===== src/rtl/mem_arbiter_if.sv =====
// Bundle of the two requester ports, the memory port and status of mem_arbiter.
// The arbiter sits on the slave side; requesters and memory sit on the master side.
interface mem_arbiter_if;
    logic        req0;
    logic        req1;
    logic        rw0;
    logic        rw1;
    logic [1:0]  size0;
    logic [1:0]  size1;
    logic [31:0] addr0;
    logic [31:0] addr1;
    logic [31:0] wdata0;
    logic [31:0] wdata1;
    logic        gnt0;
    logic        gnt1;
    logic        done0;
    logic        done1;
    logic [31:0] rdata;
    logic        m_en;
    logic        m_rw;
    logic [1:0]  m_size;
    logic [31:0] mar;
    logic [31:0] mdr;
    logic [31:0] dbus;
    logic        busy;

    modport slave (
        input  req0, req1, rw0, rw1, size0, size1,
        input  addr0, addr1, wdata0, wdata1, dbus,
        output gnt0, gnt1, done0, done1, rdata,
        output m_en, m_rw, m_size, mar, mdr, busy
    );

    modport master (
        output req0, req1, rw0, rw1, size0, size1,
        output addr0, addr1, wdata0, wdata1, dbus,
        input  gnt0, gnt1, done0, done1, rdata,
        input  m_en, m_rw, m_size, mar, mdr, busy
    );
endinterface


===== src/rtl/mem_arbiter.sv =====
// Two-requester arbiter for a single memory port; every output is registered.
// Define ARB_RR_EN for round-robin tie-breaking, otherwise requester 0 has fixed priority.
module mem_arbiter #(
    parameter int unsigned ACC_TICKS = 2
) (
    input logic          clock,
    input logic          reset,
    mem_arbiter_if.slave bus
);

    // state  | meaning
    // IDLE   | port free, requests sampled every edge
    // ACCESS | m_en high, cnt counts down the remaining access cycles
    // DONE   | done pulse of the owner, one turnaround cycle before IDLE
    typedef enum logic [1:0] {
        IDLE   = 2'd0,
        ACCESS = 2'd1,
        DONE   = 2'd2
    } state_t;

    localparam logic [3:0] CNT_LOAD = 4'(ACC_TICKS - 1);

    state_t      state_q, state_d;
    logic [3:0]  cnt_q, cnt_d;
    logic        owner_q, owner_d;
    logic        gnt0_q, gnt0_d, gnt1_q, gnt1_d;
    logic        done0_q, done0_d, done1_q, done1_d;
    logic [31:0] rdata_q, rdata_d;
    logic        m_en_q, m_en_d, m_rw_q, m_rw_d;
    logic [1:0]  m_size_q, m_size_d;
    logic [31:0] mar_q, mar_d, mdr_q, mdr_d;
    logic        busy_q, busy_d;
    logic        pick;

`ifdef ARB_RR_EN
    logic        last_q, last_d;
`endif

    always_comb begin
        state_d  = state_q;
        cnt_d    = cnt_q;
        owner_d  = owner_q;
        gnt0_d   = gnt0_q;
        gnt1_d   = gnt1_q;
        done0_d  = done0_q;
        done1_d  = done1_q;
        rdata_d  = rdata_q;
        m_en_d   = m_en_q;
        m_rw_d   = m_rw_q;
        m_size_d = m_size_q;
        mar_d    = mar_q;
        mdr_d    = mdr_q;
        busy_d   = busy_q;
`ifdef ARB_RR_EN
        last_d   = last_q;
        // on a tie the requester not granted most recently wins
        pick     = (bus.req0 && bus.req1) ? ~last_q : bus.req1;
`else
        pick     = ~bus.req0;
`endif
        case (state_q)
            IDLE: begin
                if (bus.req0 || bus.req1) begin
                    state_d  = ACCESS;
                    owner_d  = pick;
                    gnt0_d   = ~pick;
                    gnt1_d   = pick;
                    m_en_d   = 1'b1;
                    m_rw_d   = pick ? bus.rw1    : bus.rw0;
                    m_size_d = pick ? bus.size1  : bus.size0;
                    mar_d    = pick ? bus.addr1  : bus.addr0;
                    mdr_d    = pick ? bus.wdata1 : bus.wdata0;
                    cnt_d    = CNT_LOAD;
                    busy_d   = 1'b1;
`ifdef ARB_RR_EN
                    last_d   = pick;
`endif
                end
            end
            ACCESS: begin
                if (cnt_q != 4'd0) begin
                    cnt_d = cnt_q - 4'd1;
                end else begin
                    state_d = DONE;
                    m_en_d  = 1'b0;
                    gnt0_d  = 1'b0;
                    gnt1_d  = 1'b0;
                    done0_d = ~owner_q;
                    done1_d = owner_q;
                    if (m_rw_q) begin
                        rdata_d = bus.dbus;
                    end
                end
            end
            DONE: begin
                state_d = IDLE;
                done0_d = 1'b0;
                done1_d = 1'b0;
                busy_d  = 1'b0;
            end
            default: begin
                state_d = IDLE;
                busy_d  = 1'b0;
            end
        endcase
    end

    always_ff @(posedge clock or posedge reset) begin
        if (reset) begin
            state_q  <= IDLE;
            cnt_q    <= '0;
            owner_q  <= 1'b0;
            gnt0_q   <= 1'b0;
            gnt1_q   <= 1'b0;
            done0_q  <= 1'b0;
            done1_q  <= 1'b0;
            rdata_q  <= '0;
            m_en_q   <= 1'b0;
            m_rw_q   <= 1'b0;
            m_size_q <= '0;
            mar_q    <= '0;
            mdr_q    <= '0;
            busy_q   <= 1'b0;
        end else begin
            state_q  <= state_d;
            cnt_q    <= cnt_d;
            owner_q  <= owner_d;
            gnt0_q   <= gnt0_d;
            gnt1_q   <= gnt1_d;
            done0_q  <= done0_d;
            done1_q  <= done1_d;
            rdata_q  <= rdata_d;
            m_en_q   <= m_en_d;
            m_rw_q   <= m_rw_d;
            m_size_q <= m_size_d;
            mar_q    <= mar_d;
            mdr_q    <= mdr_d;
            busy_q   <= busy_d;
        end
    end

`ifdef ARB_RR_EN
    always_ff @(posedge clock or posedge reset) begin
        if (reset) begin
            last_q <= 1'b1;
        end else begin
            last_q <= last_d;
        end
    end
`endif

    assign bus.gnt0   = gnt0_q;
    assign bus.gnt1   = gnt1_q;
    assign bus.done0  = done0_q;
    assign bus.done1  = done1_q;
    assign bus.rdata  = rdata_q;
    assign bus.m_en   = m_en_q;
    assign bus.m_rw   = m_rw_q;
    assign bus.m_size = m_size_q;
    assign bus.mar    = mar_q;
    assign bus.mdr    = mdr_q;
    assign bus.busy   = busy_q;

endmodule


===== src/flat_wrapper.sv =====
// flat-port wrapper written by rule: the top's interface ports become plain ports
module mem_arbiter_flat 
#(
    parameter int unsigned ACC_TICKS = 2
)
  (clock, reset, bus_req0, bus_req1, bus_rw0, bus_rw1, bus_size0, bus_size1, bus_addr0, bus_addr1, bus_wdata0, bus_wdata1, bus_dbus, bus_gnt0, bus_gnt1, bus_done0, bus_done1, bus_rdata, bus_m_en, bus_m_rw, bus_m_size, bus_mar, bus_mdr, bus_busy);
  mem_arbiter_if bus_i ();
  input logic clock;
  input logic reset;
  input wire logic [$bits(bus_i.req0)-1:0] bus_req0;
  input wire logic [$bits(bus_i.req1)-1:0] bus_req1;
  input wire logic [$bits(bus_i.rw0)-1:0] bus_rw0;
  input wire logic [$bits(bus_i.rw1)-1:0] bus_rw1;
  input wire logic [$bits(bus_i.size0)-1:0] bus_size0;
  input wire logic [$bits(bus_i.size1)-1:0] bus_size1;
  input wire logic [$bits(bus_i.addr0)-1:0] bus_addr0;
  input wire logic [$bits(bus_i.addr1)-1:0] bus_addr1;
  input wire logic [$bits(bus_i.wdata0)-1:0] bus_wdata0;
  input wire logic [$bits(bus_i.wdata1)-1:0] bus_wdata1;
  input wire logic [$bits(bus_i.dbus)-1:0] bus_dbus;
  output wire logic [$bits(bus_i.gnt0)-1:0] bus_gnt0;
  output wire logic [$bits(bus_i.gnt1)-1:0] bus_gnt1;
  output wire logic [$bits(bus_i.done0)-1:0] bus_done0;
  output wire logic [$bits(bus_i.done1)-1:0] bus_done1;
  output wire logic [$bits(bus_i.rdata)-1:0] bus_rdata;
  output wire logic [$bits(bus_i.m_en)-1:0] bus_m_en;
  output wire logic [$bits(bus_i.m_rw)-1:0] bus_m_rw;
  output wire logic [$bits(bus_i.m_size)-1:0] bus_m_size;
  output wire logic [$bits(bus_i.mar)-1:0] bus_mar;
  output wire logic [$bits(bus_i.mdr)-1:0] bus_mdr;
  output wire logic [$bits(bus_i.busy)-1:0] bus_busy;
  assign bus_i.req0 = bus_req0;
  assign bus_i.req1 = bus_req1;
  assign bus_i.rw0 = bus_rw0;
  assign bus_i.rw1 = bus_rw1;
  assign bus_i.size0 = bus_size0;
  assign bus_i.size1 = bus_size1;
  assign bus_i.addr0 = bus_addr0;
  assign bus_i.addr1 = bus_addr1;
  assign bus_i.wdata0 = bus_wdata0;
  assign bus_i.wdata1 = bus_wdata1;
  assign bus_i.dbus = bus_dbus;
  assign bus_gnt0 = bus_i.gnt0;
  assign bus_gnt1 = bus_i.gnt1;
  assign bus_done0 = bus_i.done0;
  assign bus_done1 = bus_i.done1;
  assign bus_rdata = bus_i.rdata;
  assign bus_m_en = bus_i.m_en;
  assign bus_m_rw = bus_i.m_rw;
  assign bus_m_size = bus_i.m_size;
  assign bus_mar = bus_i.mar;
  assign bus_mdr = bus_i.mdr;
  assign bus_busy = bus_i.busy;
  mem_arbiter #(.ACC_TICKS(ACC_TICKS)) u_core (.clock(clock), .reset(reset), .bus(bus_i));
endmodule

===== config.mk =====
export PLATFORM = sky130hd
export DESIGN_NAME = mem_arbiter_flat
export DESIGN_NICKNAME = d
export VERILOG_FILES = /design/src/rtl/mem_arbiter_if.sv /design/src/rtl/mem_arbiter.sv /design/src/flat_wrapper.sv
export SDC_FILE = /design/constraint.sdc
export NUM_CORES = 1
export LEC_CHECK = 0
export ABC_AREA = 1
export CAP_MARGIN = 20
export CORE_MARGIN = 8
export CORE_UTILIZATION = 42
export CTS_CLUSTER_SIZE = 28
export DETAILED_ROUTE_END_ITERATION = 7
export MAX_ROUTING_LAYER = met4
export PLACE_DENSITY = 0.87
export SLEW_MARGIN = 20
export SYNTH_ARGS = -nofsm -noshare
export SYNTH_HDL_FRONTEND = slang
export SYNTH_SLANG_ARGS = --single-unit

===== constraint.sdc =====
create_clock -name clock -period 6.5 [get_ports clock]
set_input_delay 0.975 -clock clock [delete_from_list [all_inputs] [get_ports clock]]
set_output_delay 0.975 -clock clock [all_outputs]
set_load 0.03 [all_outputs]

[Yosys cells after proc, flatten, opt, wreduce, memory -nomap -nowiden]
Index checks and enable logic that the tools add are counted.
Operators by class
  eq/ne operators: 5
  bitwise logic cells: 4
  $add $sub $neg: 1
  muxes and demuxes: 22
  reductions and logical operators: 12
Operators with widths (count)
  2-to-1 mux 32 bit: 2
  case mux 1 bit (2 select lines): 6
  AND reduction 3 bit: 3
  2-to-1 mux 4 bit: 2
  case mux 4 bit (2 select lines): 1
  AND reduction 2 bit: 4
  2-to-1 mux 1 bit: 7
  2-to-1 mux 2 bit: 3
  inequality test 2 x 1 -> 1 bit (second input constant): 2
  inverter 1 bit: 4
  case mux 2 bit (2 select lines): 1
  nonzero test 2 bit: 2
  nonzero test 4 bit: 1
  subtractor 4 x 1 -> 4 bit (second input constant): 1
  equality test 2 x 1 -> 1 bit (second input constant): 1
  equality test 2 bit (second input constant): 1
  zero test 2 bit: 1
  inequality test 2 bit (second input constant): 1
  logical OR 1 bit: 1
Storage, ports and cells
  register bits: 112
  logic and storage cells: 58
  output and inout bits: 105
  input bits: 170

[Depth between registers and ports, before layout]
Gate-level depths: netlist of run 1.
  word-level depth: 3
  gate-level depth with buffers: 8
  gate-level depth less buffers: 7

[Least setup slack after synthesis of run 1]
OpenSTA, ideal clock, no wires.
  kind: input-to-reg
  start point: in bus_req0
  end point: reg u_core.mdr_q[10], in the netlist u_core.bus.mdr[10]
  path buffers: 2
  setup time: 0.124 ns
  setup slack: 4.716 ns
  stages on the path: 6
  required time: 6.376 ns
  arrival: 1.659 ns
  cell sequence: buf_4 -> o21ai_4 -> nor2_2 -> buf_4 -> nand2_1 -> nand3_1
Between the ends
  word-level cells in the longest chain between the ends: 2
  elaborated cells on any way between the ends: 3
  classes of those cells: mux: 1; reduce/logical: 2
RTL lines
  start: declaration: RTL line flat_wrapper.sv:10  | input wire logic [$bits(bus_i.req0)-1:0] bus_req0;
  logical OR 1 bit: RTL line mem_arbiter.sv:63  | if (bus.req0 || bus.req1) begin
  AND reduction 2 bit (no source line)
  end signal: assignment: RTL line mem_arbiter.sv:137  | mdr_q <= mdr_d;
  end: declaration: RTL line mem_arbiter.sv:31  | logic [31:0] mar_q, mar_d, mdr_q, mdr_d;
Parallel ways exist; a longest one is shown, timed or not.
A chain may end at the register's enable or synchronous reset.

[Final worst setup path of run 1]
  start point: in bus_req0
  end point: reg u_core.mdr_q[11], in the netlist u_core.bus.mdr[11]
The elaborated chain is that of the path after synthesis.

==> metrics, run 1 <==
outcome finished, final reports clean; setup TNS 0 ps; DRC viols 0; Logic pwr share 0.556; Die H about 120 um; Slew Limit Headroom 0.350; DR WL/cell around 17 um; first-pass GRT wire length 25.6 mm; largest net degree at the start of global routing between 70 and 80; CP required between 6000 and 7000 ps; max_cap viols 0; Distinct cells, synth 21; fin nets ~1000; Clk Latency, worst-skew pair about 350 ps; WL final approximately 17 mm; Num Clock Sinks roughly 110; design internal power ~0.0023 W; cts bufs inserted 9; post-CTS sizing 0; PD cells approximately 520 mW/mm2; Die Area 0.0154 mm2; Final HPWL DP approximately 13 mm; register share of total power 0.306; commonest non-fill, non-tap cell in the layout clkdlybuf4s50_1; multi-input logic area 0.00183 mm2; Sw Share 0.450; clock root buffer clkbuf_16; CTS tree built; CTS clk-pin slew, worst paths around 70 ps; #FFs+latches synth 112; Setup Skew approximately 12 ps; gr ovfl total 0; Max FO, Critical Path 42; Cell Area, Synth roughly 0.005 mm2; unrepaired setup endpoints after global routing false; worst-margin pin slew 974 ps; switching pwr roughly 0.0019 W; # rows 39; I/O pins around 280; worst ir drop on vdd about 0.36 mV; EDFF count, synth 0; area added between synthesis and finish 62.0%; H-tree levels 3; CP Class in -> reg; cts hold-fix bufs 0; CTS max path bufs 2; Avg Inst Size Synth between 8 and 9 um2; fraction of layout cells with a size suffix above 1 0.0386; Hold Path Class reg -> reg; fin crit period roughly 2900 ps; Vias 4924; Gate Count Post-Synth about 570; DRT iter0 DRCs ~340; final total power about 0.004 W; antenna diode count 0; CP Data Arrival Time roughly 3200 ps; filler cell count roughly 840; prevailing post-synth register cell dfrtp_1; register area share after synthesis 0.572; Synth Net Count about 740; fin util 0.695; leak pwr 3.54 nW; yosys warns 0; hold path start u_core.bus.rdata[13]; I/O Buffers about 270; first drt pass iteration count 4; Fmax achieved about 0.34 GHz; Clock power frac 0.138; post-CTS setup buffers 0; initial core utilization 0.429; sequential cell area between 0.002 and 0.003 mm2; Pins Over Slew Limit 0; final hold violations 0; die width 124 um; Final Cycle Share 0.447; vias in the first global route between 5000 and 6000; Post-DRT Antenna Nets 0; launch point of the worst path bus_req0; Core Box Area between 0.01 and 0.015 mm2; RR Startpoint u_core.state_q[1]; Final GP Congestion ~0.84; Via density around 5.1; CP startpoint kind primary input; Setup Viol. Count Final 0; most frequent cells in the layout 274 x clkdlybuf4s50_1, 245 x nand2_1, 112 x dfrtp_1, 66 x nand3_1, 47 x nor2_1; overall routing resource usage 0.220; Async SR Flop Fraction 1.00; initial antenna violation count 0; critical path endpoint category register
==> worst max-delay path, stage by stage <==
cell and delay, ps:
clkdlybuf4s50_1 460, buf_4 410, inv_2 410, nor2_4 670, nand2_1 130, nand3_1 120
==> layout make-up <==
type,instances,area share
inverters,11,0.00584
multi-input cells,413,0.230
clock buffers,12,0.0323
well taps,143,0.0226
clock inverters,4,0.00647
repair buffers,278,0.349
flip-flops and latches,112,0.353
==> power groups by stage <==
stage          Combinational, W  Clock, W  Sequential, W
3_3_place_gp            0.00225         0        0.00124
3_5_place_dp            0.00231         0        0.00126
2_1_floorplan          0.000722         0        0.00189
6_report                0.00229  0.000566        0.00126
4_1_cts                 0.00231  0.000576        0.00126
5_1_grt                 0.00246  0.000606        0.00129
==> per-stage QoR <==
step / area (um2) / hold WS (ps) / instances / setup slack, ps
after CTS: 7920 / 475 / 973 / 3240
final: 7930 / 468 / 973 / 3590
after floorplan: 4900 / 467 / 572 / 2570
after global placement: 7620 / 453 / 957 / 3010
after detailed placement: 7620 / 458 / 957 / 2870
after global routing: 7930 / 496 / 973 / 3410
==> synth_stat cells (3+ instances only) <==
cell      instances  share of area
a31oi_1          38          0.049
buf_2            14          0.014
buf_4             9          0.014
buf_6             7          0.016
clkbuf_1          6         0.0046
dfrtp_1         112           0.57
inv_1             7         0.0054
inv_2             3         0.0023
nand2_1         245           0.19
nand3_1          66          0.067
nor2_1           48          0.037
o21ai_0           5         0.0051
==> path summary, 6_finish.rpt <==
check | to | slack, ps | cells past startpoint
min reg2reg | u_core.bus.rdata[13] | 470 | 2
max | u_core.bus.mdr[11] | 3590 | 6
min | u_core.bus.rdata[13] | 470 | 2
max reg2reg | u_core.bus.mdr[19] | 4580 | 5
max in group asynchronous | u_core.bus.mar[28] | 4150 | 3
min in group asynchronous | u_core.bus.mdr[30] | 1000 | 2
==> flip-flops by register name (all words and copies together) (netlist names) <==
register	cells
u_core.bus.done0	1
u_core.bus.mdr	32
u_core.bus.gnt1	1
u_core.bus.m_size	2
u_core.owner_q	1
u_core.bus.mar	32
u_core.cnt_q	4
u_core.state_q	2
u_core.bus.rdata	32
u_core.bus.done1	1
u_core.bus.m_rw	1
u_core.bus.busy	1
u_core.bus.gnt0	1
u_core.bus.m_en	1
==> logic make-up (layout without fill, tap and decap cells) <==
kind of cell	after synthesis	in the layout	synth area share
simple gates	366	366	0.306
flops	112	112	0.572
buf+inv	47	305	0.0577
compound gates	44	44	0.0570
fa+ha+maj	2	2	0.00511
xor+xnor	1	1	0.00179
==> layer usage <==
| layer | vias to the layer above | routed length, um | global-route usage |
|---|---|---|---|
| met4 | 0 | 463 | 0.0833 |
| met5 | - | 0 | - |
| met2 | 232 | 8400 | 0.370 |
| li1 | 2345 | - | - |
| met1 | 2312 | 6450 | 0.243 |
| met3 | 35 | 1470 | 0.0653 |
No activity file was read; power rests on OpenSTA's default activity.
==> inputs of run 2 (changes only) <==
--- a/config.mk
+++ b/config.mk
@@ -8,11 +8,11 @@
 export ABC_AREA = 1
 export CAP_MARGIN = 20
 export CORE_MARGIN = 8
-export CORE_UTILIZATION = 42
+export CORE_UTILIZATION = 35
 export CTS_CLUSTER_SIZE = 28
 export DETAILED_ROUTE_END_ITERATION = 7
 export MAX_ROUTING_LAYER = met4
-export PLACE_DENSITY = 0.87
+export PLACE_DENSITY = 0.77
 export SLEW_MARGIN = 20
 export SYNTH_ARGS = -nofsm -noshare
 export SYNTH_HDL_FRONTEND = slang
==> constraint.sdc (replaced) <==
create_clock -name clock -period 2.4 [get_ports clock]
set_input_delay 0.36 -clock clock [delete_from_list [all_inputs] [get_ports clock]]
set_output_delay 0.36 -clock clock [all_outputs]
set_load 0.03 [all_outputs]
==> run 2 against run 1 <==
Clock power rose to 2.5 times the previous value. Utilization fell by 11 points. Sequential share of layout area fell by 0.30 points. Highest routed layer unchanged. Worst hold slack got worse by 18 ps. Routed wire length fell by 3.1%. Global-route usage fell by 3.6 points. Critical path depth fell by 5. Clock skew fell by 5.3 ps. Combinational power rose to 2.7 times the previous value. First-iteration DRC count fell by 20%. Sequential cell count did not move.
==> metrics, run 2 (synthesis gave the netlist of run 1 again) <==
met3 Use GR 0.0512 (-0.0140); Vias 4798 (-2.6%); DRC viols 0 (unchanged); first drt pass iteration count 4 (unchanged); first-pass GRT wire length 25.4 mm (-0.75%); PD cells 1370 mW/mm2 (+160%); Final HPWL DP 12.4 mm (-3.9%); most frequent cells in the layout 273 x clkdlybuf4s50_1, 245 x nand2_1, 112 x dfrtp_1, 66 x nand3_1, 47 x nor2_1; final total power 0.0110 W (+170%); Num Clock Sinks 112 (unchanged); Fmax achieved between 0.5 and 0.6 GHz; worst-margin pin slew 482 ps (-493 ps); Design Area, Final 0.00800 mm2 (+0.85%); CTS tree built; overall routing resource usage 0.184 (-0.0365); I/O pins 275 (unchanged); Pins Over Slew Limit 0 (unchanged); CTS clk-pin slew, worst paths 70 ps (about the same); Setup Viol. Count Final 0 (unchanged); cts hold-fix bufs 0 (unchanged); outcome finished, final reports clean; commonest non-fill, non-tap cell in the layout clkdlybuf4s50_1; initial antenna violation count 1 (+1); WL final 16.3 mm (-3.1%); Clk Latency, worst-skew pair 350 ps (about the same); Setup Skew 6.90 ps (-5.32 ps); # rows 43 (+10%); CTS max path bufs 2 (unchanged); final hold violations 0 (unchanged); CP Class reg -> out; Die Area 0.0180 mm2 (+17%); DRT iter0 DRCs 272 (-20%); fin nets 1004 (+0.70%); DR WL/cell 16.0 um (-7.3%); Bufs and invs on worst path 1 (-2); Core Box Area 0.0138 mm2 (+21%); Final GP Congestion 0.840 (-0.37%); Die H 134 um (+8.3%); critical path endpoint category output pin; CP startpoint kind register; cts bufs inserted 9 (unchanged); global routing usage on met1 0.207 (-0.0364); CP Data Arrival Time 1440 ps (-1750 ps); grt met2 use 0.302 (-0.0681); Via density 4.71 (-6.9%); Post-DRT Antenna Nets 0 (unchanged); clock root buffer clkbuf_16; initial core utilization 0.356 (-0.0733); setup TNS 0 ps (unchanged); unrepaired setup endpoints after global routing false; filler cell count 1245 (+49%); Most Crowded Layer GR met2; I/O Buffers 274 (unchanged); area added between synthesis and finish 63.3%; slowest stage delay, CP 720 ps (+50 ps); CP required 2040 ps (-4740 ps); post-CTS sizing 0 (unchanged); worst ir drop on vdd 0.595 mV (+67%); vias in the first global route 4883 (-5.1%); slowest cell on the critical path clkdlybuf4s50_1; gr ovfl total 0 (unchanged); Slew Limit Headroom 0.679 (+0.328); fin crit period roughly 1800 ps; Final Cycle Share 0.750; largest net degree at the start of global routing 79 (+2.6%); post-CTS setup buffers 0 (unchanged); die width 134 um (+8.3%); H-tree levels 3 (unchanged); fraction of layout cells with a size suffix above 1 0.0466 (+0.00804); area post-placement 0.00772 mm2 (+1.4%); Cell Chain, Critical Path clkdlybuf4s50_1; max_cap viols 0 (unchanged); leak pwr 3.55 nW (+0.40%); Hold Path Class in -> reg; Max FO, Critical Path 2 (-95%); critical path's top delay family buffers and inverters
-- run 2: through the flow --
stage	std cells	setup slack, ps	hold WS, ps	utilization
after floorplan	572	683	467	-
after global placement	1001	487	453	0.561
after detailed placement	1001	436	459	0.561
after CTS	1017	574	450	0.581
after global routing	1018	512	458	0.581
final	1018	601	450	0.581
-- run 2: where the power goes --
group | total, W | switching, W | internal (W)
Sequential | 0.00335 | 0.000504 | 0.00284
Combinational | 0.00619 | 0.00374 | 0.00245
Clock | 0.00142 | 0.000684 | 0.000737
-- run 2: layout make-up --
| cell class | count | area [um2] | share of cell area |
|---|---|---|---|
| timing repair buffer | 285 | 2830 | 0.354 |
| sequential | 112 | 2800 | 0.350 |
| multi-input combinational | 413 | 1820 | 0.227 |
| clock buffer | 12 | 246 | 0.0308 |
| tap | 180 | 225 | 0.0281 |
| inverter | 11 | 47.5 | 0.00594 |
| clock inverter | 4 | 28.8 | 0.00360 |
| antenna | 1 | 2.50 | 0.000313 |
-- run 2: per-layer routing --
| layer | routed length [um] | vias up |
|---|---|---|
| met5 | 0 | - |
| li1 | - | 2359 |
| met3 | 1150 | 29 |
| met2 | 7960 | 186 |
| met1 | 6720 | 2224 |
| met4 | 445 | 0 |
-- run 2: path summary, 6_finish.rpt --
path / end / slack (ps) / cells past startpoint / startpoint
worst max-delay path: bus_gnt0 / 600 / 1 / u_core.bus.gnt0
worst min-delay path: u_core.bus.mar[13] / 450 / 3 / bus_req0
worst max register to register: u_core.bus.mdr[18] / 690 / 6 / u_core.state_q[1]
worst min register to register: u_core.bus.rdata[19] / 470 / 2 / u_core.bus.rdata[19]
max in group asynchronous: u_core.bus.rdata[20] / 1580 / 3 / reset
min in group asynchronous: u_core.bus.mar[10] / 500 / 3 / reset
==> inputs of run 3 (changes only) <==
==> constraint.sdc (replaced) <==
create_clock -name clock -period 1.6 [get_ports clock]
set_input_delay 0.24 -clock clock [delete_from_list [all_inputs] [get_ports clock]]
set_output_delay 0.24 -clock clock [all_outputs]
set_load 0.03 [all_outputs]
==> run 3 against run 2 <==
Worst hold slack lost 250 ps. Clock-buffer cell count increased by 1. Register-to-register slack got worse by 540 ps. Design area rose by 0.84%. Via count decreased by 0.54%. Sequential power rose by 50%. Sequential share of layout area decreased by 0.29 points. Combinational power up 40%. Critical endpoint is now bus_m_rw.
==> metrics, run 3 (synthesis gave the netlist of run 1 again) <==
outcome finished, final reports clean; Clock power frac 0.146 (+0.016); fin crit period 1490 ps; Setup Skew 6.92 ps (+0.0248 ps); FF-to-FF path depth 7 (+1); Final HPWL DP 12.8 mm (+3.4%); fraction of layout cells with a size suffix above 1 0.0568 (+0.0102); clock root buffer clkbuf_16; Die H 134 um (unchanged); Fmax achieved between 0.6 and 0.7 GHz; largest net degree at the start of global routing 45 (-43%); die width 134 um (unchanged); CP required 1360 ps (-680 ps); metal2 WL 8.16 mm (+2.5%); first-pass GRT wire length 25.8 mm (+1.7%); most frequent cells in the layout 245 x nand2_1, 168 x clkdlybuf4s50_1, 112 x dfrtp_1, 104 x dlygate4sd2_1, 66 x nand3_1; CP Class reg -> out; Max Used Layer met4; CP startpoint kind register; cts hold-fix bufs 0 (unchanged); worst setup margin 113 ps (-488 ps); Clk Latency, worst-skew pair 350 ps (about the same); gr ovfl total 0 (unchanged); H-tree levels 3 (unchanged); WL final 16.6 mm (+1.8%); final hold violations 0 (unchanged); met3 WL 1.16 mm (+0.43%); Pins Over Slew Limit 0 (unchanged); first drt pass iteration count 4 (unchanged); DR WL/cell 16.1 um (+1.1%); initial core utilization 0.356 (unchanged); Sw Share 0.466 (+0.0164); antenna diode count 0 (-1); fin nets 1013 (+0.90%); Vias 4772 (-0.54%); register share of total power 0.314 (+0.008); Cell Count, Final, Fillers Out 1025 (+0.69%); overall routing resource usage 0.189 (+0.00520); design internal power 0.00854 W (+42%); CTS tree built; Core Box Area 0.0138 mm2 (unchanged); I/O Buffers 274 (unchanged); Cell Chain, Critical Path buf_4; DRT iter0 DRCs 240 (-12%); Num Clock Sinks 112 (unchanged); I/O pins 275 (unchanged); setup TNS 0 ps (unchanged); CTS clk-pin slew, worst paths 70 ps (about the same); launch point of the worst path u_core.bus.m_rw; Design Area, Final 0.00807 mm2 (+0.84%); critical path's top delay family flip-flops; Setup Viol. Count Final 0 (unchanged); met1 wire length 6.94 mm (+3.3%); critical path endpoint category output pin; Via density 4.66 (-1.2%); cts bufs inserted 9 (unchanged); Final GP Congestion 0.824 (-1.9%); Logic pwr share 0.541 (-0.024); # rows 43 (unchanged); vias in the first global route 4800 (-1.7%); commonest non-fill, non-tap cell in the layout nand2_1; Slew Limit Headroom 0.687 (+0.00813); Final Cycle Share 0.929; PD cells 1980 mW/mm2 (+45%); CP Data Arrival Time 1250 ps (-190 ps); Post-DRT Antenna Nets 0 (unchanged); Placed Instances 1010 (+0.90%); Bufs and invs on worst path 1 (unchanged); slowest stage delay, CP 640 ps (-80 ps); slowest cell on the critical path dfrtp_1; unrepaired setup endpoints after global routing false; initial antenna violation count 0 (-1); max_cap viols 0 (unchanged); worst ir drop on vdd 0.805 mV (+35%); reg-to-reg endpoint u_core.bus.rdata[19]; cell depth of the worst setup path 1 (unchanged); final total power 0.0160 W (+46%); CTS max path bufs 2 (unchanged); RR Startpoint u_core.cnt_q[0]; Place WS 17.6 ps (-419 ps); Critical Path Sink bus_m_rw; Die Area 0.0180 mm2 (unchanged); area post-placement 0.00789 mm2 (+2.1%); R2R setup slack 150 ps (-540 ps); area added between synthesis and finish 64.7%; worst-margin pin slew 470 ps (-11.7 ps); Hold Path Class in -> async; DRC viols 0 (unchanged); switching pwr 0.00746 W (+51%); Max FO, Critical Path 10 (+8); leak pwr 3.79 nW (+6.8%)
run 3: changes by cell type in the layout (fill, tap and decap cells not counted), moves of 2 or more:
cell | previous run | this run
buf_4 | 10 | 12
clkdlybuf4s50_1 | 273 | 168
dlygate4sd2_1 | 0 | 104
clkinvlp_4 | 3 | 1
buf_12 | 1 | 9
run 3: how the worst min path moves through the flow:
stage	from	end	slack (ps)	depth (start not counted)
global route	reset	u_core.bus.mar[13]	200	2
CTS	reset	u_core.bus.mar[13]	200	2
finish	reset	u_core.bus.mar[13]	200	2
detailed placement	u_core.bus.rdata[13]	u_core.bus.rdata[13]	460	2
floorplan	bus_rw1	u_core.bus.m_rw	360	2
global placement	u_core.bus.rdata[18]	u_core.bus.rdata[18]	460	2
run 3: what timing repair did:
item,CTS,global route
resized for setup,104,2
buffers inserted,0,0
endpoints found under the setup margin,104,32
pin swaps,0,0
run 3: cell type report:
| type | instances | area, um2 |
|---|---|---|
| clock inverters | 2 | 38.8 |
| fillers | 1308 | 5700 |
| well taps | 180 | 225 |
| multi-input cells | 413 | 1820 |
| flip-flops and latches | 112 | 2800 |
| clock buffers | 13 | 260 |
| inverters | 11 | 50.0 |
| repair buffers | 294 | 2870 |
run 3: metrics by stage:
| step | util | hold slack [ps] |
|---|---|---|
| 2_1_floorplan | - | 360 |
| 3_3_place_gp | 0.573 | 456 |
| 3_5_place_dp | 0.573 | 457 |
| 4_1_cts | 0.585 | 196 |
| 5_1_grt | 0.586 | 197 |
| 6_report | 0.586 | 198 |
run 3: per-layer routing:
metal	up-vias	global-route usage
met4	0	0.0686
met1	2193	0.219
met5	-	-
met3	21	0.0520
met2	177	0.308
li1	2381	-
run 3: power groups by stage:
stage	Combinational, W	Clock (W)	Sequential, W
global route	0.00934	0.00251	0.00519
detailed placement	0.00966	0	0.00512
CTS	0.00876	0.00239	0.00502
global placement	0.00955	0	0.00506
finish	0.00865	0.00233	0.00502
floorplan	0.00293	0	0.00766
